$ cat config.mk
export PLATFORM = sky130hd
export DESIGN_NAME = pcie_tx_merge_flat
export DESIGN_NICKNAME = d
export VERILOG_FILES = /design/src/rtl/pcie_tx_merge_if.sv /design/src/rtl/pcie_tx_merge.sv /design/src/flat_wrapper.sv
export SDC_FILE = /design/constraint.sdc
export NUM_CORES = 1
export LEC_CHECK = 0
export BUFFER_PORTS_ARGS = -buffer_cell sky130_fd_sc_hd__buf_2
export CORE_MARGIN = 1
export CORE_UTILIZATION = 55
export DETAILED_ROUTE_END_ITERATION = 16
export PLACE_DENSITY = 0.75
export SYNTH_ARGS = -nofsm -noshare
export SYNTH_HDL_FRONTEND = slang
export SYNTH_SLANG_ARGS = --single-unit
$ cat constraint.sdc
create_clock -name clk -period 3.5 [get_ports clk]
set_clock_uncertainty 0.05 [all_clocks]
set_input_delay 0.175 -clock clk [delete_from_list [all_inputs] [get_ports clk]]
set_output_delay 0.175 -clock clk [all_outputs]
set_load 0.02 [all_outputs]
$ cat src/rtl/pcie_tx_merge_if.sv
// Bundle of the merge block's source, sink and status signals.
// Sources write with a push strobe and have no ready. S*_pause is an early warning and wr_error flags dropped words.
// The sink sees push_out as valid, with pause_in acting as its inverted ready.
interface pcie_tx_merge_if #(
  parameter int BITNUMBER = 6
);
  logic [BITNUMBER-1:0] data_in0;
  logic                 push0;
  logic [BITNUMBER-1:0] data_in1;
  logic                 push1;
  logic                 pause_in;
  logic [BITNUMBER-1:0] data_out;
  logic                 push_out;
  logic                 S0_pause;
  logic                 S1_pause;
  logic                 S0_wr_error;
  logic                 S1_wr_error;
  logic                 last_grant_dbg;

  modport slave (
    input  data_in0, push0, data_in1, push1, pause_in,
    output data_out, push_out, S0_pause, S1_pause, S0_wr_error, S1_wr_error,
           last_grant_dbg
  );

  modport master (
    output data_in0, push0, data_in1, push1, pause_in,
    input  data_out, push_out, S0_pause, S1_pause, S0_wr_error, S1_wr_error,
           last_grant_dbg
  );
endinterface

$ cat src/rtl/pcie_tx_merge.sv
// Two circular source FIFOs merged into one registered output stream.
// Arbitration is round-robin on the last granted source and is gated by downstream pause.
module pcie_tx_merge #(
  parameter int BITNUMBER = 6,
  parameter int LENGTH    = 4,
  parameter int UMBRAL    = 1
) (
  input  logic             clk,
  input  logic             reset,
  pcie_tx_merge_if.slave   bus
);
  localparam int PW = $clog2(LENGTH);
  localparam int CW = PW + 1;
  localparam logic [CW-1:0] FULL_CNT  = CW'(LENGTH);
  localparam logic [CW-1:0] PAUSE_CNT = CW'(LENGTH - UMBRAL);

  typedef enum logic {GRANT_S0 = 1'b0, GRANT_S1 = 1'b1} grant_e;

  grant_e               last_grant_q, last_grant_d;
  logic [BITNUMBER-1:0] mem0_q [LENGTH];
  logic [BITNUMBER-1:0] mem1_q [LENGTH];
  logic [PW-1:0]        wr0_q, wr0_d, rd0_q, rd0_d;
  logic [PW-1:0]        wr1_q, wr1_d, rd1_q, rd1_d;
  logic [CW-1:0]        cnt0_q, cnt0_d, cnt1_q, cnt1_d;
  logic                 err0_q, err0_d, err1_q, err1_d;
  logic [BITNUMBER-1:0] data_out_q, data_out_d;
  logic                 push_out_q, push_out_d;
  logic                 elig0, elig1, pop0, pop1, acc0, acc1;

  // Arbiter: the source not granted last time wins a tie.
  always_comb begin
    elig0        = (cnt0_q != '0);
    elig1        = (cnt1_q != '0);
    pop0         = 1'b0;
    pop1         = 1'b0;
    last_grant_d = last_grant_q;
    if (!bus.pause_in) begin
      if (elig0 && (!elig1 || last_grant_q == GRANT_S1)) begin
        pop0         = 1'b1;
        last_grant_d = GRANT_S0;
      end else if (elig1) begin
        pop1         = 1'b1;
        last_grant_d = GRANT_S1;
      end
    end
  end

  // A full FIFO still accepts a push when it is popped on the same edge.
  always_comb begin
    acc0       = bus.push0 && ((cnt0_q != FULL_CNT) || pop0);
    acc1       = bus.push1 && ((cnt1_q != FULL_CNT) || pop1);
    wr0_d      = acc0 ? wr0_q + PW'(1) : wr0_q;
    wr1_d      = acc1 ? wr1_q + PW'(1) : wr1_q;
    rd0_d      = pop0 ? rd0_q + PW'(1) : rd0_q;
    rd1_d      = pop1 ? rd1_q + PW'(1) : rd1_q;
    cnt0_d     = cnt0_q + CW'(acc0) - CW'(pop0);
    cnt1_d     = cnt1_q + CW'(acc1) - CW'(pop1);
    err0_d     = err0_q | (bus.push0 & ~acc0);
    err1_d     = err1_q | (bus.push1 & ~acc1);
    push_out_d = pop0 | pop1;
    data_out_d = data_out_q;
    if (pop0) begin
      data_out_d = mem0_q[rd0_q];
    end else if (pop1) begin
      data_out_d = mem1_q[rd1_q];
    end
  end

  always_ff @(posedge clk or negedge reset) begin
    if (!reset) begin
      last_grant_q <= GRANT_S1;
      wr0_q        <= '0;
      rd0_q        <= '0;
      wr1_q        <= '0;
      rd1_q        <= '0;
      cnt0_q       <= '0;
      cnt1_q       <= '0;
      err0_q       <= 1'b0;
      err1_q       <= 1'b0;
      data_out_q   <= '0;
      push_out_q   <= 1'b0;
    end else begin
      last_grant_q <= last_grant_d;
      wr0_q        <= wr0_d;
      rd0_q        <= rd0_d;
      wr1_q        <= wr1_d;
      rd1_q        <= rd1_d;
      cnt0_q       <= cnt0_d;
      cnt1_q       <= cnt1_d;
      err0_q       <= err0_d;
      err1_q       <= err1_d;
      data_out_q   <= data_out_d;
      push_out_q   <= push_out_d;
    end
  end

  // Storage is not reset; the pointers and counts alone define what is valid.
  always_ff @(posedge clk) begin
    if (acc0) mem0_q[wr0_q] <= bus.data_in0;
    if (acc1) mem1_q[wr1_q] <= bus.data_in1;
  end

  assign bus.data_out       = data_out_q;
  assign bus.push_out       = push_out_q;
  assign bus.S0_pause       = (cnt0_q >= PAUSE_CNT);
  assign bus.S1_pause       = (cnt1_q >= PAUSE_CNT);
  assign bus.S0_wr_error    = err0_q;
  assign bus.S1_wr_error    = err1_q;
  assign bus.last_grant_dbg = last_grant_q;
endmodule

$ cat src/flat_wrapper.sv
// flat-port wrapper written by rule: the top's interface ports become plain ports
module pcie_tx_merge_flat 
#(
  parameter int BITNUMBER = 6,
  parameter int LENGTH    = 4,
  parameter int UMBRAL    = 1
)
  (clk, reset, bus_data_in0, bus_push0, bus_data_in1, bus_push1, bus_pause_in, bus_data_out, bus_push_out, bus_S0_pause, bus_S1_pause, bus_S0_wr_error, bus_S1_wr_error, bus_last_grant_dbg);
  pcie_tx_merge_if #(.BITNUMBER(BITNUMBER)) bus_i ();
  input  logic clk;
  input  logic reset;
  input wire logic [$bits(bus_i.data_in0)-1:0] bus_data_in0;
  input wire logic [$bits(bus_i.push0)-1:0] bus_push0;
  input wire logic [$bits(bus_i.data_in1)-1:0] bus_data_in1;
  input wire logic [$bits(bus_i.push1)-1:0] bus_push1;
  input wire logic [$bits(bus_i.pause_in)-1:0] bus_pause_in;
  output wire logic [$bits(bus_i.data_out)-1:0] bus_data_out;
  output wire logic [$bits(bus_i.push_out)-1:0] bus_push_out;
  output wire logic [$bits(bus_i.S0_pause)-1:0] bus_S0_pause;
  output wire logic [$bits(bus_i.S1_pause)-1:0] bus_S1_pause;
  output wire logic [$bits(bus_i.S0_wr_error)-1:0] bus_S0_wr_error;
  output wire logic [$bits(bus_i.S1_wr_error)-1:0] bus_S1_wr_error;
  output wire logic [$bits(bus_i.last_grant_dbg)-1:0] bus_last_grant_dbg;
  assign bus_i.data_in0 = bus_data_in0;
  assign bus_i.push0 = bus_push0;
  assign bus_i.data_in1 = bus_data_in1;
  assign bus_i.push1 = bus_push1;
  assign bus_i.pause_in = bus_pause_in;
  assign bus_data_out = bus_i.data_out;
  assign bus_push_out = bus_i.push_out;
  assign bus_S0_pause = bus_i.S0_pause;
  assign bus_S1_pause = bus_i.S1_pause;
  assign bus_S0_wr_error = bus_i.S0_wr_error;
  assign bus_S1_wr_error = bus_i.S1_wr_error;
  assign bus_last_grant_dbg = bus_i.last_grant_dbg;
  pcie_tx_merge #(.BITNUMBER(BITNUMBER), .LENGTH(LENGTH), .UMBRAL(UMBRAL)) u_core (.clk(clk), .reset(reset), .bus(bus_i));
endmodule
After elaboration in Yosys (flattened, before gate mapping)
Memories as Yosys holds them, arrays and structs flattened.
Index checks and enable logic that the tools add are counted.
W data, S select, Z words.
{"block": "totals", "register_bits": 24, "ramBits": 48, "output_inout_bits": 12, "memories": 2, "word_cells": 58, "inputBits": 17}
{"block": "classes", "n_mux": 13, "n_addsub": 8, "bitwise": 8, "n_eq_ne": 2, "reduce_logical": 12, "magnitude_cmp": 2}
{"memory": "u_core.mem0_q", "depth": 4, "word_bits": 6, "read_ports": 1, "rd_ports_with_merged_regs": 0, "write_ports": 1, "line": "pcie_tx_merge.sv:20", "rtl": "logic [BITNUMBER-1:0] mem0_q [LENGTH];"}
{"memory": "u_core.mem1_q", "depth": 4, "word_bits": 6, "read_ports": 1, "rd_ports_with_merged_regs": 0, "write_ports": 1, "line": "pcie_tx_merge.sv:21", "rtl": "logic [BITNUMBER-1:0] mem1_q [LENGTH];"}
{"cell": "$mux W6", "count": 2}
{"cell": "$mux W1", "count": 11}
{"cell": "$add A2 B1 Y2 const B", "count": 4}
{"cell": "$add A3 B1 Y3", "count": 2}
{"cell": "$ge A3 B2 Y1 const B", "count": 2}
{"cell": "$ne A3 B3 Y1 const B", "count": 2}
{"cell": "$reduce_bool A3 Y1", "count": 2}
{"cell": "$sub A3 B1 Y3", "count": 2}
{"cell": "$reduce_bool A2 Y1", "count": 2}
{"cell": "$logic_and A1 B1 Y1", "count": 3}
{"cell": "$logic_or A1 B1 Y1", "count": 3}
{"cell": "$not A1 Y1", "count": 3}
{"cell": "$or A1 B1 Y1", "count": 3}
{"cell": "$and A1 B1 Y1", "count": 2}
{"cell": "$reduce_and A2 Y1", "count": 1}
{"cell": "$logic_not A1 Y1", "count": 1}

Longest topological paths before layout
Gate-level depths: netlist of the first run.
{"block": "logic_depth", "depth_word": 11, "mapped_depth": 9, "mapped_depth_nobuf": 9}

Worst setup path after synthesis of the first run
OpenSTA, ideal clock, no wires.
{"block": "synth_timing", "kind": "register -> register", "startpoint": "reg u_core.cnt0_q[1]", "endpoint": "reg u_core.cnt1_q[2]", "setup_slack_ns": 1.350, "path_stages_with_launch": 9, "arrival_ns": 1.978, "n_path_buf": 0, "required_time_ns": 3.327, "setup_time_ns": 0.123, "period_less_slack_ns": 2.150, "cell_sequence": "dfrtp_1 o31a_1 nor3_2 ha_1 inv_1 ha_1 inv_1 fa_1 xnor2_1"}
{"block": "synth_between", "elab_chain_len": 8}
{"item": "start: declaration", "line": "pcie_tx_merge.sv:24", "rtl": "logic [CW-1:0] cnt0_q, cnt0_d, cnt1_q, cnt1_d;"}
{"item": "start signal: assignment", "line": "pcie_tx_merge.sv:88", "rtl": "cnt0_q <= cnt0_d;"}
{"item": "$reduce_bool A3 Y1 *", "line": "pcie_tx_merge.sv:32", "rtl": "elig0 = (cnt0_q != '0);"}
{"item": "$logic_and A1 B1 Y1 *", "line": "pcie_tx_merge.sv:38", "rtl": "if (elig0 && (!elig1 || last_grant_q == GRANT_S1)) begin"}
{"item": "$mux W1 *", "line": "pcie_tx_merge.sv:38"}
{"item": "$mux W1 *", "line": "pcie_tx_merge.sv:37", "rtl": "if (!bus.pause_in) begin"}
{"item": "named net u_core.pop1", "line": "pcie_tx_merge.sv:28", "rtl": "logic elig0, elig1, pop0, pop1, acc0, acc1;"}
{"item": "$logic_or A1 B1 Y1", "line": "pcie_tx_merge.sv:51", "rtl": "acc1 = bus.push1 && ((cnt1_q != FULL_CNT) || pop1);"}
{"item": "$logic_and A1 B1 Y1", "line": "pcie_tx_merge.sv:51"}
{"item": "$add A3 B1 Y3", "line": "pcie_tx_merge.sv:57", "rtl": "cnt1_d = cnt1_q + CW'(acc1) - CW'(pop1);"}
{"item": "$sub A3 B1 Y3 *", "line": "pcie_tx_merge.sv:57"}
{"item": "named net u_core.cnt1_d[2]", "line": "pcie_tx_merge.sv:24"}
{"item": "end signal: assignment", "line": "pcie_tx_merge.sv:89", "rtl": "cnt1_q <= cnt1_d;"}
{"item": "end: declaration", "line": "pcie_tx_merge.sv:24"}
The timed path passes the listed nets; every way through them passes the cells marked *.
A chain may end at the register's enable or synchronous reset.

Worst setup path after layout of the first run
{"block": "layout_timing", "startpoint": "reg u_core.cnt1_q[0]", "endpoint": "reg u_core.cnt0_q[1]"}
{"block": "layout_between", "elab_chain_len": 10}
{"item": "$reduce_bool A3 Y1 *", "line": "pcie_tx_merge.sv:33", "rtl": "elig1 = (cnt1_q != '0);"}
{"item": "$logic_not A1 Y1 *", "line": "pcie_tx_merge.sv:38"}
{"item": "$logic_or A1 B1 Y1 *", "line": "pcie_tx_merge.sv:38"}
{"item": "$logic_and A1 B1 Y1 *", "line": "pcie_tx_merge.sv:38"}
{"item": "$mux W1 *", "line": "pcie_tx_merge.sv:38"}
{"item": "$mux W1 *", "line": "pcie_tx_merge.sv:37"}
{"item": "$logic_or A1 B1 Y1", "line": "pcie_tx_merge.sv:50", "rtl": "acc0 = bus.push0 && ((cnt0_q != FULL_CNT) || pop0);"}
{"item": "$logic_and A1 B1 Y1", "line": "pcie_tx_merge.sv:50"}
{"item": "$add A3 B1 Y3", "line": "pcie_tx_merge.sv:56", "rtl": "cnt0_d = cnt0_q + CW'(acc0) - CW'(pop0);"}
{"item": "$sub A3 B1 Y3 *", "line": "pcie_tx_merge.sv:56"}
{"item": "named net u_core.cnt0_d[1]", "line": "pcie_tx_merge.sv:24"}
Marked as above.

==> results of run 1 <==
## routing by layer
| layer | GRT usage | vias up | part of all wire |
|---|---|---|---|
| li1 | - | 795 | - |
| met1 | 0.257 | 854 | 0.45 |
| met2 | 0.297 | 39 | 0.50 |
| met3 | 0.0571 | 10 | 0.033 |
| met4 | 0.0792 | 0 | 0.018 |
| met5 | 0 | - | 0 |
## how the worst min path moves through the flow
| stage | end | slack, ns | cells past startpoint |
|---|---|---|---|
| finish | u_core.mem1_q[0][3] | 0.006 | 1 |
| global route | u_core.mem1_q[2][3] | 0.008 | 1 |
| CTS | u_core.mem0_q[0][4] | 0.002 | 1 |
| detailed placement | u_core.bus.data_out[5] | 0.16 | 1 |
| global placement | u_core.bus.data_out[5] | 0.15 | 1 |
| floorplan | u_core.bus.S0_wr_error | -0.17 | 0 |
## where the power goes
group          total, uW  internal, uW  switching [uW]
Sequential          1410          1190             225
Combinational       1080           512             569
Clock                692           395             297
## logic make-up (layout without fill, tap and decap cells)
| kind of cell | Yosys count | in the layout | synth area share |
|---|---|---|---|
| flops | 72 | 72 | 0.656 |
| simple gates | 33 | 33 | 0.0606 |
| compound gates | 22 | 22 | 0.0558 |
| buf+inv | 20 | 69 | 0.0253 |
| mux | 19 | 19 | 0.111 |
| fa+ha+maj | 16 | 16 | 0.0691 |
| xor+xnor | 8 | 8 | 0.0225 |
## through the flow
stage / worst slack (ns) / instances / total power [uW] / util / area (um2)
CTS: 1.16 / 308 / 3210 / 0.660 / 3610
detailed placement: 1.17 / 284 / 2510 / 0.607 / 3320
global placement: 1.24 / 284 / 2470 / 0.607 / 3320
global route: 1.05 / 311 / 3370 / 0.665 / 3640
floorplan: 1.35 / 190 / 2210 / - / 3120
finish: 1.18 / 311 / 3180 / 0.665 / 3640
## flip-flops by register name (all words and copies together), names as in the netlist
| register | flops |
|---|---|
| u_core.bus.last_grant_dbg | 1 |
| u_core.mem0_q | 24 |
| u_core.cnt0_q | 3 |
| u_core.bus.push_out | 1 |
| u_core.wr0_q | 2 |
| u_core.wr1_q | 2 |
| u_core.cnt1_q | 3 |
| u_core.rd0_q | 2 |
| u_core.bus.S0_wr_error | 1 |
| u_core.rd1_q | 2 |
| u_core.bus.S1_wr_error | 1 |
| u_core.mem1_q | 24 |
| u_core.bus.data_out | 6 |
## synth_stat cells (4+ instances only)
library cell	number	area share
sky130_fd_sc_hd__edfxtp_1	48	0.46
sky130_fd_sc_hd__dfrtp_1	23	0.18
sky130_fd_sc_hd__ha_1	14	0.056
sky130_fd_sc_hd__inv_1	14	0.017
sky130_fd_sc_hd__mux4_2	12	0.087
sky130_fd_sc_hd__nand2_1	10	0.012
sky130_fd_sc_hd__a21oi_1	6	0.0096
sky130_fd_sc_hd__a22oi_1	6	0.014
sky130_fd_sc_hd__mux2i_1	6	0.019
sky130_fd_sc_hd__xnor2_1	6	0.017
sky130_fd_sc_hd__and2_1	4	0.0080
sky130_fd_sc_hd__and3_1	4	0.0080
sky130_fd_sc_hd__nor2_1	4	0.0048
## final cells by class
cell class | instances | area (um2)
repair buffers | 39 | 250
clock inverters | 7 | 86.3
flip-flops and latches | 72 | 2040
fillers | 410 | 1830
multi-input cells | 98 | 993
well taps | 72 | 90.1
clock buffers | 9 | 124
inverters | 14 | 52.6
## cell usage in the layout (no fill, tap or decap), drive strengths merged
cell / n
or2: 2
clkbuf: 9
fa: 2
o211ai: 1
o21ai: 3
xor2: 2
a21boi: 1
a21oi: 6
and2: 5
a22oi: 6
nand3b: 1
ha: 14
a31o: 2
and3: 4
bufinv: 2
dfstp: 1
edfxtp: 48
mux4: 12
dlygate4sd3: 11
clkinv: 5
nor2: 5
xnor2: 6
mux2i: 6
o21bai: 2
mux2: 1
o31a: 1
nand3: 2
nand2: 10
buf: 28
nor3: 4
dfrtp: 23
inv: 14
## worst max-delay path, cell delays in order (launching register included)
cell and delay (ns):
sky130_fd_sc_hd__dfrtp_1 0.43, sky130_fd_sc_hd__nor3_4 0.39, sky130_fd_sc_hd__nor2_4 0.13, sky130_fd_sc_hd__nor2_1 0.19, sky130_fd_sc_hd__ha_1 0.26, sky130_fd_sc_hd__inv_1 0.06, sky130_fd_sc_hd__ha_1 0.14, sky130_fd_sc_hd__inv_1 0.05
sky130_fd_sc_hd__fa_1 0.47, sky130_fd_sc_hd__inv_1 0.05
## what timing repair did
action                                  CTS  global route
hold endpoints to repair                 48             5
endpoints found under the setup margin    0             0
hold buffers                              8             3
resized for setup                         0             0
==> results list, run 1 <==
* Result of the run: complete, no violations
- Overall die area: 0.00597 mm2
- HPWL after detailed placement: 3650 um
* Peak supply drop: 0.000562 V
- Clock tree synthesis selected as its root buffer the cell sky130_fd_sc_hd__clkbuf_8.
* Clock-pin slew reported for the worst setup and hold paths after clock tree synthesis: 0.08 ns
- Slew Limit Fails: 0
* Syn Nets: 223
* Synthesized instance count: 190
- Buffers added to address setup during post-CTS repair amount to 0.
- Initial antenna violation count: 0
- The worst register-to-register path ends at u_core.cnt0_q[1].
- The worst register-to-register path begins at u_core.cnt1_q[0].
- MaxCap Viol Count: 0
- Sum of negative setup slack: 0 ns
* Layout cells sized above 1: 0.272
* Clock latency of the later-clocked register in the worst-skew pair: 0.34 ns
- Yosys printed 0 warnings.
- Data required time of the worst path: 3.69 ns
- Height of the die: 77.3 um
- Dividing the final minimum period by the clock period gives 0.664.
- Maximum number of pins on one net before global-route repair: 25
* Final setup vio count: 0
- The H-tree was split into 3 levels.
- Setup repair after global routing left no endpoint under its margin.
- Shortest period the worst path allows: 2.32 ns
- In this run the worst setup path begins at u_core.cnt1_q[0].
* Total count of hold-check failures in the final report: 0
* Number of buffer cells added on primary ports: 28
- In this run the tightest slew margin relative to its limit is 0.453.
- Clock tree from TritonCTS: done
- Using the TritonRoute via totals, the vias-per-cell ratio works out to 5.46.
* Total DRC errors in the routed layout: 0
- Counting flops with a built-in enable in the synthesized netlist gives 48.
- The routed design has 5220 um of wire.
- The share of the Yosys chip area taken by registers is 0.656.
- Number of rows created at floorplan: 27
* Average detailed-routed wire length per instance: 16.8 um
- Derived from the worst setup path, the maximum achievable clock frequency is 430 MHz.
* Path category of the worst min-delay check: in -> reg
* Starting utilization of the core area: 0.569
- The first global-routing pass estimated 8310 um of wire.
- After floorplanning, the core was sized to cover 0.00547 mm2.
- The via count of the first global-routing pass was 1666.
* Count of routing violations after the opening detailed-route iteration: 127
- Data arrives at the worst endpoint at 2.51 ns.
- Crit start category: register
* Number of vias in the routed layout: 1698
- Aggregate global-route resource usage: 0.193
- Start point of the worst hold path: bus_data_in1[3]
- Reg2Reg Depth: 9
* FFs w/ async S/R, synth: 0.333
- Synthesis inferred 72 register bits.
- Post-synthesis to final-layout area growth: 16.8%
- Counting the buffers created by CTS gives 9.
- Routability congestion estimate from global placement: 0.802
* Distinct cell type count after synthesis: 38
* Number of inserted diodes: 0
- Hold timing on the final database bottoms out at a slack of 0.00615 ns.
- Top-Level Pins: 29
* Most frequently used flop master after synthesis: sky130_fd_sc_hd__edfxtp_1
- CP Capture Type: register
- Summed over all layers, the global routing overflow is 0.
- The clock net in this run drives a total of 72 sinks.
- In this run the power density over the cells is 874 mW/mm2.
- Transition time of the tightest slew-check pin: 0.818 ns
- DRT antenna net count: 0
- Buffer depth of the longest clock path: 2
- Reg2reg setup slack: 1.18 ns
- TritonRoute pass-1 iters: 4
* Largest driver fanout on the critical path: 8
- DIE WIDTH: 77.3 um
- For this run, the post-layout net count is 267.
- Summed over all cells, the static leakage comes to 0.00146 uW.
- Avg Synthesized Cell Area: 16.4 um2
- In this run the cell area of the synthesized design comes to 0.00312 mm2.
* Critical Path Sink: u_core.cnt0_q[1]
* Class of the most critical setup path: reg -> reg
Power figures use the tool's default switching activity.
==> run 2, diff against run 1 <==
- clock period: 3.5 -> 2.45 ns (I/O delays scaled with it)
==> run 2 against run 1 <==
  * Maximum frequency rose by 4.4%
  * Cell area is 2.1% higher
  * Power is 47% higher
  * Die area unchanged
  * Sequential cell count stayed put
  * Non-clock buffer count up 6
  * Worst hold slack improved by 0.030 ns
  * Register-to-register slack lost 0.95 ns
  * Global-route usage is 0.59 points higher
  * Sequential share of layout area decreased by 1.2 points
  * Setup slack worse by 0.95 ns
  * Critical path type unchanged
==> results list, run 2 (synthesis results as in run 1) <==
- The global-route wire length before repair is 8660 um (+4.1%).
- The final number of hold-violating endpoints was 0 (unchanged).
* Clock tree from TritonCTS: done
- The routability congestion estimate from global placement was 0.783 (-2.3%).
* Number of levels the H-tree was split into: 3 (unchanged)
* Total wirelength of the detailed-routed design: 5260 um (+0.73%)
- Final setup vio count: 0 (unchanged)
- The number of cells upsized or downsized after cts is 0 (unchanged).
- The number of iterations in the first detailed-routing pass was 4 (unchanged).
- Vias/cell: 5.38 (-1.4%)
- Max frequency: 449 MHz (+4.4%)
- Aggregate global-route resource usage: 0.199 (+0.00587)
- Commonest non-fill, non-tap cell in the layout: sky130_fd_sc_hd__edfxtp_1
- Critical path, cell by cell: nor3_4 > nor2_4 > nor2_1 > ha_1 > inv_1 > ha_1 > inv_1 > fa_1 > inv_1
- Static Leak: 0.00149 uW (+2.3%)
- MaxCap Viol Count: 0 (unchanged)
* Path category of the worst min-delay check: in -> reg
* Total DRC errors in the routed layout: 0 (unchanged)
- Average detailed-routed wire length per instance: 16.6 um (-1.2%)
- Shortest period the worst path allows: 2.23 ns (-0.0986 ns)
- The total number of clock tree sinks is 72 (unchanged).
* Number of inserted diodes: 0 (unchanged)
* Clock latency of the later-clocked register in the worst-skew pair: 0.33 ns (about the same)
* Data arrival time at the worst-slack endpoint: 2.40 ns (-0.11 ns)
* Total power per unit cell area: 1260 mW/mm2 (+44%)
- Reg2reg setup slack: 0.22 ns (-0.95 ns)
* Sum of negative setup slack: 0 ns (unchanged)
- Area of the core: 0.00547 mm2 (unchanged)
- The number of buffers inserted during clock tree synthesis was 9 (unchanged).
- In this design, the critical path's most frequently occurring cell is sky130_fd_sc_hd__inv_1.
- Number of global-route vias before repair: 1835 (+10%)
* Number of rows created at floorplan: 27 (unchanged)
- The slowest stage of the critical path is the sky130_fd_sc_hd__fa_1 cell.
- The worst setup path is captured at a register.
- The number of antenna violations at the first check in global routing is 0 (unchanged).
- Clock-pin slew reported for the worst setup and hold paths after clock tree synthesis: 0.07 ns (about the same)
- Master cell of the clock root buffer: sky130_fd_sc_hd__clkbuf_8
- Largest driver fanout on the critical path: 5 (-3)
- Result of the run: complete, no violations
- Met2 wire length: 2650 um (+1.9%)
- Class of the most critical setup path: reg -> reg
- The detailed placement HPWL is 3480 um (-4.9%).
- Maximum number of pins on one net before global-route repair: 25 (unchanged)
- Layout cells sized above 1: 0.278 (+0.00558)
* Min Hold Slack: 0.0361 ns (+0.0300 ns)
- Peak supply drop: 0.000686 V (+22%)
* Crit start category: register
- The remaining global-route overflow was 0 (unchanged).
* Top-Level Pins: 29 (unchanged)
* RSZ-0062 raised after global routing: no
- DIE WIDTH: 77.3 um (unchanged)
- Worst max-slew margin expressed relative to the limit: 0.624 (+0.172)
- The starting density of the core was 0.569 (unchanged).
- Final cycle utilization of the critical path: 0.908 (+0.244)
- Count of routing violations after the opening detailed-route iteration: 75 (-41%)
* Transition time of the tightest slew-check pin: 0.564 ns (-0.255 ns)
* Slew Limit Fails: 0 (unchanged)
- DRT antenna net count: 0 (unchanged)
- In this run the top signal layer used is met4.
- The die outline area was 0.00597 mm2 (unchanged).
- Buffer depth of the longest clock path: 2 (unchanged)
- Metal1 wirelength: 2340 um (-0.55%)
- The area growth from synthesis to layout is 19.3%.
- Design Power: 4670 uW (+47%)
- Number of buffer cells added on primary ports: 28 (unchanged)
- The total via count after detailed routing is 1707 (+0.53%).
- Height of the die: 77.3 um (unchanged)
- Top library cells by usage in the layout, fill and taps aside: 48 x sky130_fd_sc_hd__edfxtp_1, 28 x sky130_fd_sc_hd__buf_2, 23 x sky130_fd_sc_hd__dfrtp_1
* Utilization after layout: 0.679 (+0.0139)
- Met3 WL post-DR: 194 um (+12%)
- Final #Nets: 273 (+2.2%)
* Data required time of the worst path: 2.62 ns (-1.07 ns)
* Biggest cell delay along the critical path: 0.49 ns (+0.02 ns)
## run 2: cell types whose count changed in the layout (fill, tap and decap cells not counted), sizes merged
| cell | before | now |
|---|---|---|
| bufinv | 2 | 3 |
| clkinvlp | 0 | 1 |
| clkinv | 5 | 3 |
| buf | 28 | 31 |
| dlygate4sd3 | 11 | 14 |
## run 2: per-stage QoR
stage               instance area [um2]  instances  setup WS [ns]
finish                             3720        317          0.224
global route                       3720        317         0.0530
CTS                                3720        317          0.213
detailed placement                 3340        287          0.254
global placement                   3340        287          0.303
floorplan                          3120        190          0.300
## run 2: critical path: cells and delay by family, from the launching register on
kind,cells,cell delay (ns)
simple gates,3,0.60
buf+inv,3,0.15
flops,1,0.44
fa+ha+maj,3,0.88
## run 2: repair_timing
action,4_1_cts,5_1_grt
endpoints found under the hold margin,72,0
endpoints found under the setup margin,0,0
hold buffers,14,0
setup buffers,0,0
## run 2: layout make-up
class,instances,area [um2]
Sequential cell,72,2040
Tap cell,72,90.1
Inverter,14,52.6
Multi-Input combinational cell,98,993
Clock buffer,9,124
Clock inverter,7,110
Fill cell,388,1760
Timing Repair Buffer,45,303
## run 2: final timing paths
kind | from | to | cells past startpoint
setup / recovery | u_core.cnt1_q[0] | u_core.cnt0_q[1] | 9
hold / removal | bus_push1 | u_core.wr1_q[1] | 3
setup reg to reg | u_core.cnt1_q[0] | u_core.cnt0_q[1] | 9
hold reg to reg | u_core.bus.S0_wr_error | u_core.bus.S0_wr_error | 1
max in group asynchronous | reset | u_core.wr0_q[0] | 2
min in group asynchronous | reset | u_core.bus.data_out[4] | 2
## run 2: layer usage
layer,up-vias,global-route usage
li1,800,-
met3,6,0.0488
met5,-,0
met2,42,0.328
met4,0,0.0925
met1,859,0.246
## run 2: power by group
part	internal, uW	total [uW]	switching, uW	leakage, uW
registers	1690	2010	319	0.000713
logic	763	1570	812	0.000662
clock network	668	1080	413	0.000114
